File: config.mk
export PLATFORM = sky130hd
export DESIGN_NAME = fc_tile_scheduler
export DESIGN_NICKNAME = d
export VERILOG_FILES = /design/src/rtl/fc_pkg.sv /design/src/rtl/fc_tile_iter.sv /design/src/rtl/fc_tile_scheduler.sv
export SDC_FILE = /design/constraint.sdc
export NUM_CORES = 1
export LEC_CHECK = 0
export ABC_CLOCK_PERIOD_IN_PS = 9880
export CAP_MARGIN = 20
export CORE_MARGIN = 3
export CORE_UTILIZATION = 60
export CTS_BUF_LIST = sky130_fd_sc_hd__clkbuf_8
export DETAILED_ROUTE_END_ITERATION = 12
export PLACE_DENSITY = 0.83
export SETUP_SLACK_MARGIN = 0.1
export SYNTH_ARGS = -nofsm -noshare
export SYNTH_HDL_FRONTEND = slang
export SYNTH_SLANG_ARGS = --single-unit
File: constraint.sdc
create_clock -name clk -period 9.88 [get_ports clk]
set_clock_uncertainty 0.2 [all_clocks]
set_input_delay 1.482 -clock clk [delete_from_list [all_inputs] [get_ports clk]]
set_output_delay 1.482 -clock clk [all_outputs]
set_load 0.01 [all_outputs]
File: src/rtl/fc_pkg.sv
// Shared types and helpers for the fully-connected tile scheduler.
package fc_pkg;

    typedef enum logic [1:0] {
        ST_IDLE  = 2'd0,
        ST_SETUP = 2'd1,
        ST_ISSUE = 2'd2,
        ST_DRAIN = 2'd3
    } fc_sched_state_t;

    localparam int unsigned FC_TILE_F = 32'd4;
    localparam int unsigned FC_TILE_O = 32'd2;

    // Integer ceiling division; den is always a non-zero tile constant here.
    function automatic int unsigned ceil_div(input int unsigned num, input int unsigned den);
        return (num + den - 32'd1) / den;
    endfunction

endpackage

File: src/rtl/fc_tile_iter.sv
// Walks the tile space of one layer: row outer, output tile middle, feature tile inner,
// and reports per-op payload fields plus the final-op flag.
module fc_tile_iter
    import fc_pkg::*;
#(
    parameter int unsigned TILE_F = FC_TILE_F,
    parameter int unsigned TILE_O = FC_TILE_O,
    parameter int unsigned DIM_W  = 32'd16,
    localparam int unsigned FCNT_W = $clog2(TILE_F + 32'd1),
    localparam int unsigned OCNT_W = $clog2(TILE_O + 32'd1)
) (
    input  logic              clk,
    input  logic              rst,
    input  logic              load,
    input  logic              advance,
    input  logic [DIM_W-1:0]  batch,
    input  logic [DIM_W-1:0]  feat,
    input  logic [DIM_W-1:0]  outs,
    output logic [DIM_W-1:0]  row,
    output logic [DIM_W-1:0]  ftile,
    output logic [DIM_W-1:0]  otile,
    output logic [FCNT_W-1:0] fcnt,
    output logic [OCNT_W-1:0] ocnt,
    output logic              first,
    output logic              last,
    output logic              final_op
);

    localparam logic [DIM_W-1:0] ONE_D = {{(DIM_W-1){1'b0}}, 1'b1};

    logic [DIM_W-1:0]  row_r, ftile_r, otile_r, nb_r, nf_r, no_r;
    logic [FCNT_W-1:0] frem_r, frem_s;
    logic [OCNT_W-1:0] orem_r, orem_s;
    logic [DIM_W-1:0]  nf_s, no_s;
    logic              f_last_s, o_last_s, r_last_s;

    // Tile counts and ragged-edge widths of the layer being loaded
    always_comb begin
        nf_s   = DIM_W'(ceil_div(32'(feat), TILE_F));
        no_s   = DIM_W'(ceil_div(32'(outs), TILE_O));
        frem_s = FCNT_W'(32'(feat) - (32'(nf_s) - 32'd1) * TILE_F);
        orem_s = OCNT_W'(32'(outs) - (32'(no_s) - 32'd1) * TILE_O);
    end

    // Position flags derived from the current indices
    always_comb begin
        f_last_s = (ftile_r == nf_r - ONE_D);
        o_last_s = (otile_r == no_r - ONE_D);
        r_last_s = (row_r == nb_r - ONE_D);
    end

    assign row      = row_r;
    assign ftile    = ftile_r;
    assign otile    = otile_r;
    assign fcnt     = f_last_s ? frem_r : FCNT_W'(TILE_F);
    assign ocnt     = o_last_s ? orem_r : OCNT_W'(TILE_O);
    assign first    = (ftile_r == {DIM_W{1'b0}});
    assign last     = f_last_s;
    assign final_op = f_last_s & o_last_s & r_last_s;

    // Nested index counters; the walk stops at the final op so no index ever wraps
    always_ff @(posedge clk) begin
        if (rst) begin
            row_r   <= {DIM_W{1'b0}};
            ftile_r <= {DIM_W{1'b0}};
            otile_r <= {DIM_W{1'b0}};
            nb_r    <= {DIM_W{1'b0}};
            nf_r    <= {DIM_W{1'b0}};
            no_r    <= {DIM_W{1'b0}};
            frem_r  <= {FCNT_W{1'b0}};
            orem_r  <= {OCNT_W{1'b0}};
        end else if (load) begin
            nb_r    <= batch;
            nf_r    <= nf_s;
            no_r    <= no_s;
            frem_r  <= frem_s;
            orem_r  <= orem_s;
            row_r   <= {DIM_W{1'b0}};
            ftile_r <= {DIM_W{1'b0}};
            otile_r <= {DIM_W{1'b0}};
        end else if (advance) begin
            if (f_last_s) begin
                ftile_r <= {DIM_W{1'b0}};
                if (o_last_s) begin
                    otile_r <= {DIM_W{1'b0}};
                    row_r   <= row_r + ONE_D;
                end else begin
                    otile_r <= otile_r + ONE_D;
                end
            end else begin
                ftile_r <= ftile_r + ONE_D;
            end
        end
    end

endmodule

File: src/rtl/fc_tile_scheduler.sv
// Accepts one fully-connected layer command and issues its tile ops to the MAC engine,
// bounding outstanding ops and reporting completion, abort and malformed commands.
module fc_tile_scheduler
    import fc_pkg::*;
#(
    parameter int unsigned TILE_F       = FC_TILE_F,
    parameter int unsigned TILE_O       = FC_TILE_O,
    parameter int unsigned DIM_W        = 32'd16,
    parameter int unsigned MAX_INFLIGHT = 32'd2,
    localparam int unsigned FCNT_W = $clog2(TILE_F + 32'd1),
    localparam int unsigned OCNT_W = $clog2(TILE_O + 32'd1),
    localparam int unsigned INF_W  = $clog2(MAX_INFLIGHT + 32'd1)
) (
    input  logic              clk,
    input  logic              rst,
    input  logic              cmd_valid,
    output logic              cmd_ready,
    input  logic [DIM_W-1:0]  cmd_batch,
    input  logic [DIM_W-1:0]  cmd_feat,
    input  logic [DIM_W-1:0]  cmd_out,
    input  logic              abort,
    output logic              eng_valid,
    input  logic              eng_ready,
    output logic [DIM_W-1:0]  eng_row,
    output logic [DIM_W-1:0]  eng_ftile,
    output logic [DIM_W-1:0]  eng_otile,
    output logic [FCNT_W-1:0] eng_fcnt,
    output logic [OCNT_W-1:0] eng_ocnt,
    output logic              eng_first,
    output logic              eng_last,
    input  logic              eng_ack,
    output logic              busy,
    output logic              done,
    output logic              aborted,
    output logic              err
);

    localparam logic [INF_W-1:0] INF_ONE = {{(INF_W-1){1'b0}}, 1'b1};

    fc_sched_state_t  state_r, state_nxt_s;
    logic [DIM_W-1:0] batch_r, feat_r, out_r;
    logic [INF_W-1:0] inflight_r, inflight_nxt_s;
    logic             eng_valid_r, eng_valid_nxt_s;
    logic             done_r, done_nxt_s, aborted_r, aborted_nxt_s, err_r, err_nxt_s;
    logic             abort_seen_r, abort_seen_nxt_s;
    logic             latch_s, load_s, xfer_s, ack_s, inf_ok_s, final_s;

    fc_tile_iter #(
        .TILE_F (TILE_F),
        .TILE_O (TILE_O),
        .DIM_W  (DIM_W)
    ) u_iter (
        .clk      (clk),
        .rst      (rst),
        .load     (load_s),
        .advance  (xfer_s),
        .batch    (batch_r),
        .feat     (feat_r),
        .outs     (out_r),
        .row      (eng_row),
        .ftile    (eng_ftile),
        .otile    (eng_otile),
        .fcnt     (eng_fcnt),
        .ocnt     (eng_ocnt),
        .first    (eng_first),
        .last     (eng_last),
        .final_op (final_s)
    );

    // Engine handshake and outstanding-op accounting; acks with nothing outstanding are dropped
    always_comb begin
        xfer_s = eng_valid_r & eng_ready;
        ack_s  = eng_ack & (inflight_r != {INF_W{1'b0}});
        case ({xfer_s, ack_s})
            2'b10:   inflight_nxt_s = inflight_r + INF_ONE;
            2'b01:   inflight_nxt_s = inflight_r - INF_ONE;
            default: inflight_nxt_s = inflight_r;
        endcase
        inf_ok_s = (32'(inflight_nxt_s) < MAX_INFLIGHT);
    end

    // Next-state and registered-output logic
    always_comb begin
        state_nxt_s      = state_r;
        eng_valid_nxt_s  = eng_valid_r;
        done_nxt_s       = 1'b0;
        aborted_nxt_s    = 1'b0;
        err_nxt_s        = 1'b0;
        abort_seen_nxt_s = abort_seen_r;
        latch_s          = 1'b0;
        load_s           = 1'b0;
        case (state_r)
            ST_IDLE: begin
                eng_valid_nxt_s = 1'b0;
                if (cmd_valid) begin
                    latch_s          = 1'b1;
                    abort_seen_nxt_s = 1'b0;
                    if ((cmd_batch == {DIM_W{1'b0}}) || (cmd_feat == {DIM_W{1'b0}}) ||
                        (cmd_out == {DIM_W{1'b0}})) begin
                        err_nxt_s = 1'b1;
                    end else begin
                        state_nxt_s = ST_SETUP;
                    end
                end else begin
                    state_nxt_s = ST_IDLE;
                end
            end
            ST_SETUP: begin
                load_s = 1'b1;
                if (abort) begin
                    abort_seen_nxt_s = 1'b1;
                    eng_valid_nxt_s  = 1'b0;
                    state_nxt_s      = ST_DRAIN;
                end else begin
                    eng_valid_nxt_s  = inf_ok_s;
                    state_nxt_s      = ST_ISSUE;
                end
            end
            ST_ISSUE: begin
                if (abort) begin
                    abort_seen_nxt_s = 1'b1;
                    eng_valid_nxt_s  = 1'b0;
                    state_nxt_s      = ST_DRAIN;
                end else if (xfer_s && final_s) begin
                    eng_valid_nxt_s  = 1'b0;
                    state_nxt_s      = ST_DRAIN;
                end else if (eng_valid_r && !eng_ready) begin
                    // An offered op stays put until the engine takes it
                    eng_valid_nxt_s  = 1'b1;
                end else begin
                    eng_valid_nxt_s  = inf_ok_s;
                end
            end
            ST_DRAIN: begin
                eng_valid_nxt_s = 1'b0;
                if (inflight_r == {INF_W{1'b0}}) begin
                    done_nxt_s    = 1'b1;
                    aborted_nxt_s = abort_seen_r;
                    state_nxt_s   = ST_IDLE;
                end else begin
                    state_nxt_s   = ST_DRAIN;
                end
            end
            default: begin
                eng_valid_nxt_s = 1'b0;
                state_nxt_s     = ST_IDLE;
            end
        endcase
    end

    // State, counters, command fields and output registers
    always_ff @(posedge clk) begin
        if (rst) begin
            state_r      <= ST_IDLE;
            inflight_r   <= {INF_W{1'b0}};
            eng_valid_r  <= 1'b0;
            done_r       <= 1'b0;
            aborted_r    <= 1'b0;
            err_r        <= 1'b0;
            abort_seen_r <= 1'b0;
            batch_r      <= {DIM_W{1'b0}};
            feat_r       <= {DIM_W{1'b0}};
            out_r        <= {DIM_W{1'b0}};
        end else begin
            state_r      <= state_nxt_s;
            inflight_r   <= inflight_nxt_s;
            eng_valid_r  <= eng_valid_nxt_s;
            done_r       <= done_nxt_s;
            aborted_r    <= aborted_nxt_s;
            err_r        <= err_nxt_s;
            abort_seen_r <= abort_seen_nxt_s;
            if (latch_s) begin
                batch_r <= cmd_batch;
                feat_r  <= cmd_feat;
                out_r   <= cmd_out;
            end
        end
    end

    assign cmd_ready = (state_r == ST_IDLE) & ~rst;
    assign busy      = (state_r != ST_IDLE);
    assign eng_valid = eng_valid_r;
    assign done      = done_r;
    assign aborted   = aborted_r;
    assign err       = err_r;

endmodule

==> results.txt, run 1 <==
----------------------------------------------------
[Run status]
  Outcome ... complete, no violations

[Placement]
  Detailed placement HPWL ... 15,400 µm
  Routability Congestion ... 0.914
  Pre-CTS setup slack ... 5.14 ns
  Number of I/O port buffers ... 114

[Worst setup path]
  Reg-to-Reg End ... u_iter.otile[8]
  Critical path launch point type ... flip-flop
  Max FO, Critical Path ... 7
  Worst path cell trace ... inv_1 -> ha_1 -> nor3b_1 -> xnor2_1 -> nor4_1 -> o21ai_0 -> nor3_1 -> and2_1 -> clkdlybuf4s50_1
  Signal arrival time at the worst endpoint ... 3.40 ns
  Setup slack on the worst flop-to-flop path ... between 5 and 6 ns
  Critical Path Sink Type ... primary output
  Sum of buffers and inverters on the critical path ... 2
  Data required, critical path ... 8.20 ns
  Slowest cell delay on critical path ... about 0.52 ns
  Number of cells traversed by the worst register-to-register path ... 10
  Cell type group with the largest total delay on the critical path ... simple AND/OR/NAND/NOR gates
  Startpoint of the worst-slack reg-to-reg timing path ... u_iter.nf_r[0]
  Crit path kind ... flip-flop to primary output
  Worst path slowest cell ... clkdlybuf4s50_1

[Global route]
  Number of antenna violations at the first check in global routing ... 0
  Vias in the first global route ... 6,887
  GRT Residual Overflow ... 0
  Global router's overall resource usage ... 0.267
  Wire length of the first global-routing pass ... 34,500 µm
  Pin count of the biggest net entering global routing ... 63

[Yosys]
  Share of the synthesized area in the top cell type ... 0.372
  Area of the mapped netlist ... 8450 µm²
  Share of synthesized flip-flops with an asynchronous set or reset ... 0
  Cell with the most instances after synthesis ... dfxtp_1
  Number of warnings printed during yosys synthesis ... 0
  Post-synthesis cell type with the largest combined area ... dfxtp_1
  Number of flops mapped to enable cells by yosys ... 0
  Total nets after synthesis ... 1,123
  Syn avg cell area ... 8.02 µm²
  FF+latch count, synth ... 157
  Most instantiated cells after synthesis ... dfxtp_1 (157), nand2_1 (150), nor2_1 (114)
  Syn Inst Count ... 1,054
  Top_reg_cell synth ... dfxtp_1
  Cell types with the largest area share after synthesis ... dfxtp_1 (37%), xnor2_1 (6.9%), nand2_1 (6.7%)
  Portion of the post-synthesis area used by sequential elements ... 0.372
  Count of unique library cells instantiated by Yosys ... 65

[Floorplanning]
  Die Y ... 125 µm
  CORE AREA ... between 10,000 and 15,000 µm²
  I/O pin count ... 115
  Initial standard-cell utilization of the core ... 0.626
  Core Rows ... 42
  Horizontal extent of the die ... 125 µm
  Die Area ... 15,500 µm²

[Clocking]
  Clock-pin slew on the worst setup and hold paths ... roughly 0.1 ns
  Number of post-CTS setup repair buffers ... 0
  Clock tree from TritonCTS ... built
  Post-cts resize count ... 0
  Clock tree buffer depth ... 2
  Number of buffers added by the clock tree synthesis step ... 17
  Sink Count ... 157
  Buffer type at the clock tree root ... clkbuf_8
  Max H-tree Level ... 4
  Post-CTS Hold Fix Bufs ... 0
  Latest clock arrival within the worst-skew pair ... between 0.4 and 0.5 ns

[Cells and area]
  Relative area change from synthesis to final layout ... 18.4%
  Share of final-layout standard cells stronger than drive strength 1 ... 0.0446
  Number of nets in the final layout ... ~1,200
  Number of antenna cells inserted ... 0

[Routing]
  Initial drt markers ... 668
  Pre-Repair DR Iteration Count ... 5
  Overall routed net length ... 21,000 µm
  Post-route DRC violation count ... 0
  Wire length per cell after detailed routing ... about 16 µm
  Number of nets with antenna violations after routing ... 0
  Number of vias in the routed layout ... 7,732
  Number of vias per cell after detailed routing ... approximately 5.9

[Power]
  Worst IR Drop VDD ... 0.000135 V
  Leakage Power ... 3.59 nW
  Switching part of the total ... 0.358
  Areal power density over the cells ... 167 nW/µm²
  Power share of the sequential group ... 0.445
  Switching component of the power ... 0.599 mW
  Proportion of power drawn by combinational gates ... 0.268
  Share of total power in the clock network ... 0.286
  Int Power ... ~1.1 mW

[Timing]
  Setup_tns ... 0 ns
  Max-slew headroom ... 0.303
  Pin slew with the least headroom to its limit ... roughly 1.0 ns
  Final setup fails ... 0
  Max-slew violations ... 0
  Highest Clock Rate ... 197 MHz
  Count of endpoints failing hold in the final timing report ... 0
  Final critical-path share of the clock period ... 0.514
  Setup slack after layout ... 4.80 ns
  Min cycle time layout ... 5.08 ns
  Setup repair after global routing missed its margin ... false

[Worst hold path]
  Hold_sp ... batch_r[7]
  Hold path depth ... 2
  Hold path endpoint ... batch_r[7]
  Path type of the worst min-delay path ... flip-flop to flip-flop

[Run]
  Count of maximum capacitance violations ... 0

----------------------------------------------------
[sequential cells by signal, summed over array words and instances (netlist names), 16 cells and up]
signal,flops
batch_r,16
feat_r,16
out_r,16
u_iter.ftile,16
u_iter.nb_r,16
u_iter.no_r,16
u_iter.otile,16
u_iter.row,16
[layout make-up]
class,count,area (µm²)
Clock inverter,15,171
Clock buffer,17,234
Sequential cell,157,3140
Multi-Input combinational cell,807,4960
Tap cell,176,220
Timing Repair Buffer,117,1160
Inverter,30,113
Fill cell,1080,3500
[metrics by stage]
stage / area, µm² / total power, mW / utilization / cells / hold WS [ns]
final: 10000 / 1.67 / 0.741 / 1319 / 0.262
after global placement: 9600 / 1.19 / 0.711 / 1287 / 0.243
after floorplan: 8450 / 1.09 / - / 1054 / 0.231
after detailed placement: 9600 / 1.20 / 0.711 / 1287 / 0.248
after CTS: 10000 / 1.68 / 0.741 / 1319 / 0.262
after global routing: 10000 / 1.76 / 0.741 / 1319 / 0.288
[worst reg2reg max path, stage by stage (launching register included)]
cell      delay [ns]
dfxtp_1         0.37
inv_1           0.08
ha_1            0.18
nor3b_1         0.55
nand4b_1        0.20
mux2i_1         0.16
o221ai_1        0.26
a2111o_1        0.50
or2_1           0.86
nand2_1         0.58
a21oi_1         0.28
[power by group through the flow]
stage	clock network, mW	registers, mW	logic [mW]
after floorplan	0	0.733	0.358
after global placement	0	0.756	0.435
after detailed placement	0	0.758	0.443
after CTS	0.486	0.744	0.446
after global routing	0.512	0.753	0.499
final	0.479	0.745	0.449
[cells by family after synthesis]
family / after synthesis / synth area share
buf+inv: 90 / 0.0428
mux: 30 / 0.0357
simple gates: 481 / 0.279
compound gates: 161 / 0.122
fa+ha+maj: 15 / 0.0222
xor+xnor: 120 / 0.126
flops: 157 / 0.372
[per-layer routing]
metal,GRT usage,vias up,part of all wire
li1,-,3832,-
met1,0.356,3599,0.44
met2,0.432,260,0.48
met3,0.0579,41,0.059
met4,0.0858,0,0.020
met5,0,-,0
[worst max path at each step]
stage | slack [ns] | from | cells after the start | endpoint
3_3_place_gp | 5.26 | eng_ready | 7 | u_iter.otile[8]
6_report | 4.80 | u_iter.no_r[0] | 9 | eng_ocnt[0]
4_1_cts | 4.77 | u_iter.no_r[0] | 9 | eng_ocnt[0]
3_5_place_dp | 5.14 | eng_ready | 7 | u_iter.otile[8]
5_1_grt | 4.52 | u_iter.no_r[0] | 9 | eng_ocnt[0]
2_1_floorplan | 5.83 | rst | 4 | cmd_ready
[cells in the final DEF (no fill, tap or decap), types with 14 or more instances in the layout]
cell	instances
or3_1	19
nand4_1	22
a21oi_1	73
xnor2_1	67
o21ai_0	15
inv_1	30
and3_1	22
clkbuf_8	17
dfxtp_1	157
nand2_1	150
nor3_1	32
nor2_1	113
ha_1	14
clkdlybuf4s50_1	113
nor4_1	30
nand3_1	25
xor2_1	52
a211oi_1	29
mux2i_1	29
No activity file was read; power rests on OpenSTA's default activity.
==> run 2, diff against run 1 <==
--- a/config.mk
+++ b/config.mk
@@ -5,13 +5,13 @@
 export SDC_FILE = /design/constraint.sdc
 export NUM_CORES = 1
 export LEC_CHECK = 0
-export ABC_CLOCK_PERIOD_IN_PS = 9880
+export ABC_CLOCK_PERIOD_IN_PS = 4900
 export CAP_MARGIN = 20
 export CORE_MARGIN = 3
-export CORE_UTILIZATION = 60
+export CORE_UTILIZATION = 57
 export CTS_BUF_LIST = sky130_fd_sc_hd__clkbuf_8
 export DETAILED_ROUTE_END_ITERATION = 12
-export PLACE_DENSITY = 0.83
+export PLACE_DENSITY = 0.79
 export SETUP_SLACK_MARGIN = 0.1
 export SYNTH_ARGS = -nofsm -noshare
 export SYNTH_HDL_FRONTEND = slang
==> constraint.sdc (replaced) <==
create_clock -name clk -period 4.9 [get_ports clk]
set_clock_uncertainty 0.2 [all_clocks]
set_input_delay 0.735 -clock clk [delete_from_list [all_inputs] [get_ports clk]]
set_output_delay 0.735 -clock clk [all_outputs]
set_load 0.01 [all_outputs]
==> results.txt, run 2 (synthesis gave the netlist of run 1 again) <==
----------------------------------------------------
[Routing]
  Wire length per cell after detailed routing ... 15.6 µm
  Pre-Repair DR Iteration Count ... 5
  Number of vias per cell after detailed routing ... between 5 and 6
  Overall routed net length ... around 20,000 µm
  Number of vias in the routed layout ... around 7,600
  Number of nets with antenna violations after routing ... 0
  Initial drt markers ... between 600 and 700
  Post-route DRC violation count ... 0

[Cells and area]
  Most frequent cells in the layout ... dfxtp_1 (157), nand2_1 (150), nor2_1 (113), clkdlybuf4s50_1 (113), a21oi_1 (73)
  Share of final-layout standard cells stronger than drive strength 1 ... 0.0446
  Most common cell after layout, fill and taps aside ... dfxtp_1
  Relative area change from synthesis to final layout ... 18.1%
  Post-route design area ... 9980 µm²
  Number of nets in the final layout ... approximately 1,200
  Number of antenna cells inserted ... 0
  Count of placed standard cells in the final layout, fillers left out ... 1,324

[Timing]
  Count of endpoints failing hold in the final timing report ... 0
  Setup repair after global routing missed its margin ... false
  Final setup fails ... 0
  Min cycle time layout ... 4.22 ns
  Highest Clock Rate ... 237 MHz
  Final critical-path share of the clock period ... 0.862
  Pin slew with the least headroom to its limit ... 1.03 ns
  Max-slew headroom ... 0.315
  Setup_tns ... 0 ns
  Max-slew violations ... 0
  Tightest hold margin ... 0.258 ns

[Power]
  Total power draw ... around 3.3 mW
  Worst IR Drop VDD ... 0.000205 V
  Leakage Power ... approximately 3.6 nW
  Areal power density over the cells ... 330 nW/µm²

[Clocking]
  Max H-tree Level ... 4
  Clock tree from TritonCTS ... built
  Post-cts resize count ... 0
  Sink Count ... 157
  Number of post-CTS setup repair buffers ... 0
  Clock-pin slew on the worst setup and hold paths ... about 0.09 ns
  Post-CTS Hold Fix Bufs ... 0
  Buffer type at the clock tree root ... clkbuf_8
  Number of buffers added by the clock tree synthesis step ... 17
  Clock tree buffer depth ... 2
  Latest clock arrival within the worst-skew pair ... 0.45 ns

[Placement]
  Total instance count after detailed placement ... 1,293
  Post-DP Area ... 9620 µm²
  Detailed placement HPWL ... between 15,000 and 20,000 µm
  Routability Congestion ... ~0.9
  Number of I/O port buffers ... 114

[Worst setup path]
  Worst path cell trace ... inv_1 -> ha_1 -> or3b_1 -> nor4_1 -> a31oi_1 -> or3_1 -> a21oi_1 -> and2_1 -> clkdlybuf4s50_1
  Worst path slowest cell ... clkdlybuf4s50_1
  Sum of buffers and inverters on the critical path ... 2
  Number of logic stages on the critical path including buffering ... 9
  Critical Path Sink Type ... primary output
  Critical path launch point type ... flip-flop
  Signal arrival time at the worst endpoint ... between 3 and 4 ns
  Data required, critical path ... 3.96 ns
  Setup slack on the worst flop-to-flop path ... 0.89 ns
  Cell type group with the largest total delay on the critical path ... simple AND/OR/NAND/NOR gates
  Slowest cell delay on critical path ... around 0.55 ns
  Max FO, Critical Path ... 6
  Number of cells traversed by the worst register-to-register path ... 11
  Crit path kind ... flip-flop to primary output

[Global route]
  Number of antenna violations at the first check in global routing ... 0
  GRT Residual Overflow ... 0
  Vias in the first global route ... between 6,000 and 7,000
  Pin count of the biggest net entering global routing ... 65
  Wire length of the first global-routing pass ... about 34,000 µm
  Global router's overall resource usage ... 0.251

[Floorplanning]
  Core Rows ... 43
  Die Area ... 16,300 µm²
  Die Y ... 128 µm
  CORE AREA ... 14,200 µm²
  Initial standard-cell utilization of the core ... 0.595
  I/O pin count ... 115
  Horizontal extent of the die ... ~130 µm

[Run status]
  Outcome ... complete, no violations

[Run]
  Count of maximum capacitance violations ... 0

[Worst hold path]
  Hold path depth ... 2
  Path type of the worst min-delay path ... flip-flop to flip-flop

----------------------------------------------------
==> run 2: changes by cell type in the layout (fill, tap and decap cells not counted), sizes merged <==
cell,change
inv,-4
bufinv,+1
clkinv,+2
buf,+2
==> run 2: cell type report <==
| class | count | area [µm²] |
|---|---|---|
| multi-input combinational | 807 | 4960 |
| clock buffer | 17 | 234 |
| timing repair buffer | 119 | 1180 |
| fill | 1208 | 4230 |
| clock inverter | 14 | 121 |
| sequential | 157 | 3140 |
| inverter | 30 | 113 |
| tap | 180 | 225 |
==> run 2: path summary, 6_finish.rpt <==
| path | startpoint | to |
|---|---|---|
| worst max-delay path | u_iter.nf_r[0] | eng_last |
| worst max register to register | u_iter.nf_r[0] | u_iter.otile[5] |
| worst min register to register | batch_r[11] | batch_r[11] |
| worst min-delay path | batch_r[11] | batch_r[11] |
==> run 2: metal layers <==
metal | track usage | vias to the layer above | part of all wire
met5 | 0 | - | 0
met4 | 0.0730 | 0 | 0.016
met3 | 0.0579 | 30 | 0.055
met2 | 0.405 | 192 | 0.47
met1 | 0.338 | 3529 | 0.46
li1 | - | 3841 | -
==> run 2: worst register-to-register path, stage by stage (launching register included) <==
cell,delay (ns)
dfxtp_1,0.36
inv_1,0.07
ha_1,0.18
nor3b_1,0.54
nand4b_1,0.22
mux2i_1,0.16
o221ai_1,0.23
a2111o_1,0.13
buf_4,0.21
or2_1,0.82
nand2_1,0.57
nor2_1,0.24
==> run 2: metrics by stage <==
step                utilization  worst slack (ns)
floorplan                     -              1.51
global placement          0.677              1.07
detailed placement        0.677             0.972
CTS                       0.702             0.649
global route              0.702             0.471
finish                    0.702             0.675
==> run 2: power by group <==
group | internal [mW] | switching (mW) | total, mW
Combinational | 0.407 | 0.499 | 0.906
Sequential | 1.37 | 0.127 | 1.50
Clock | 0.398 | 0.492 | 0.890
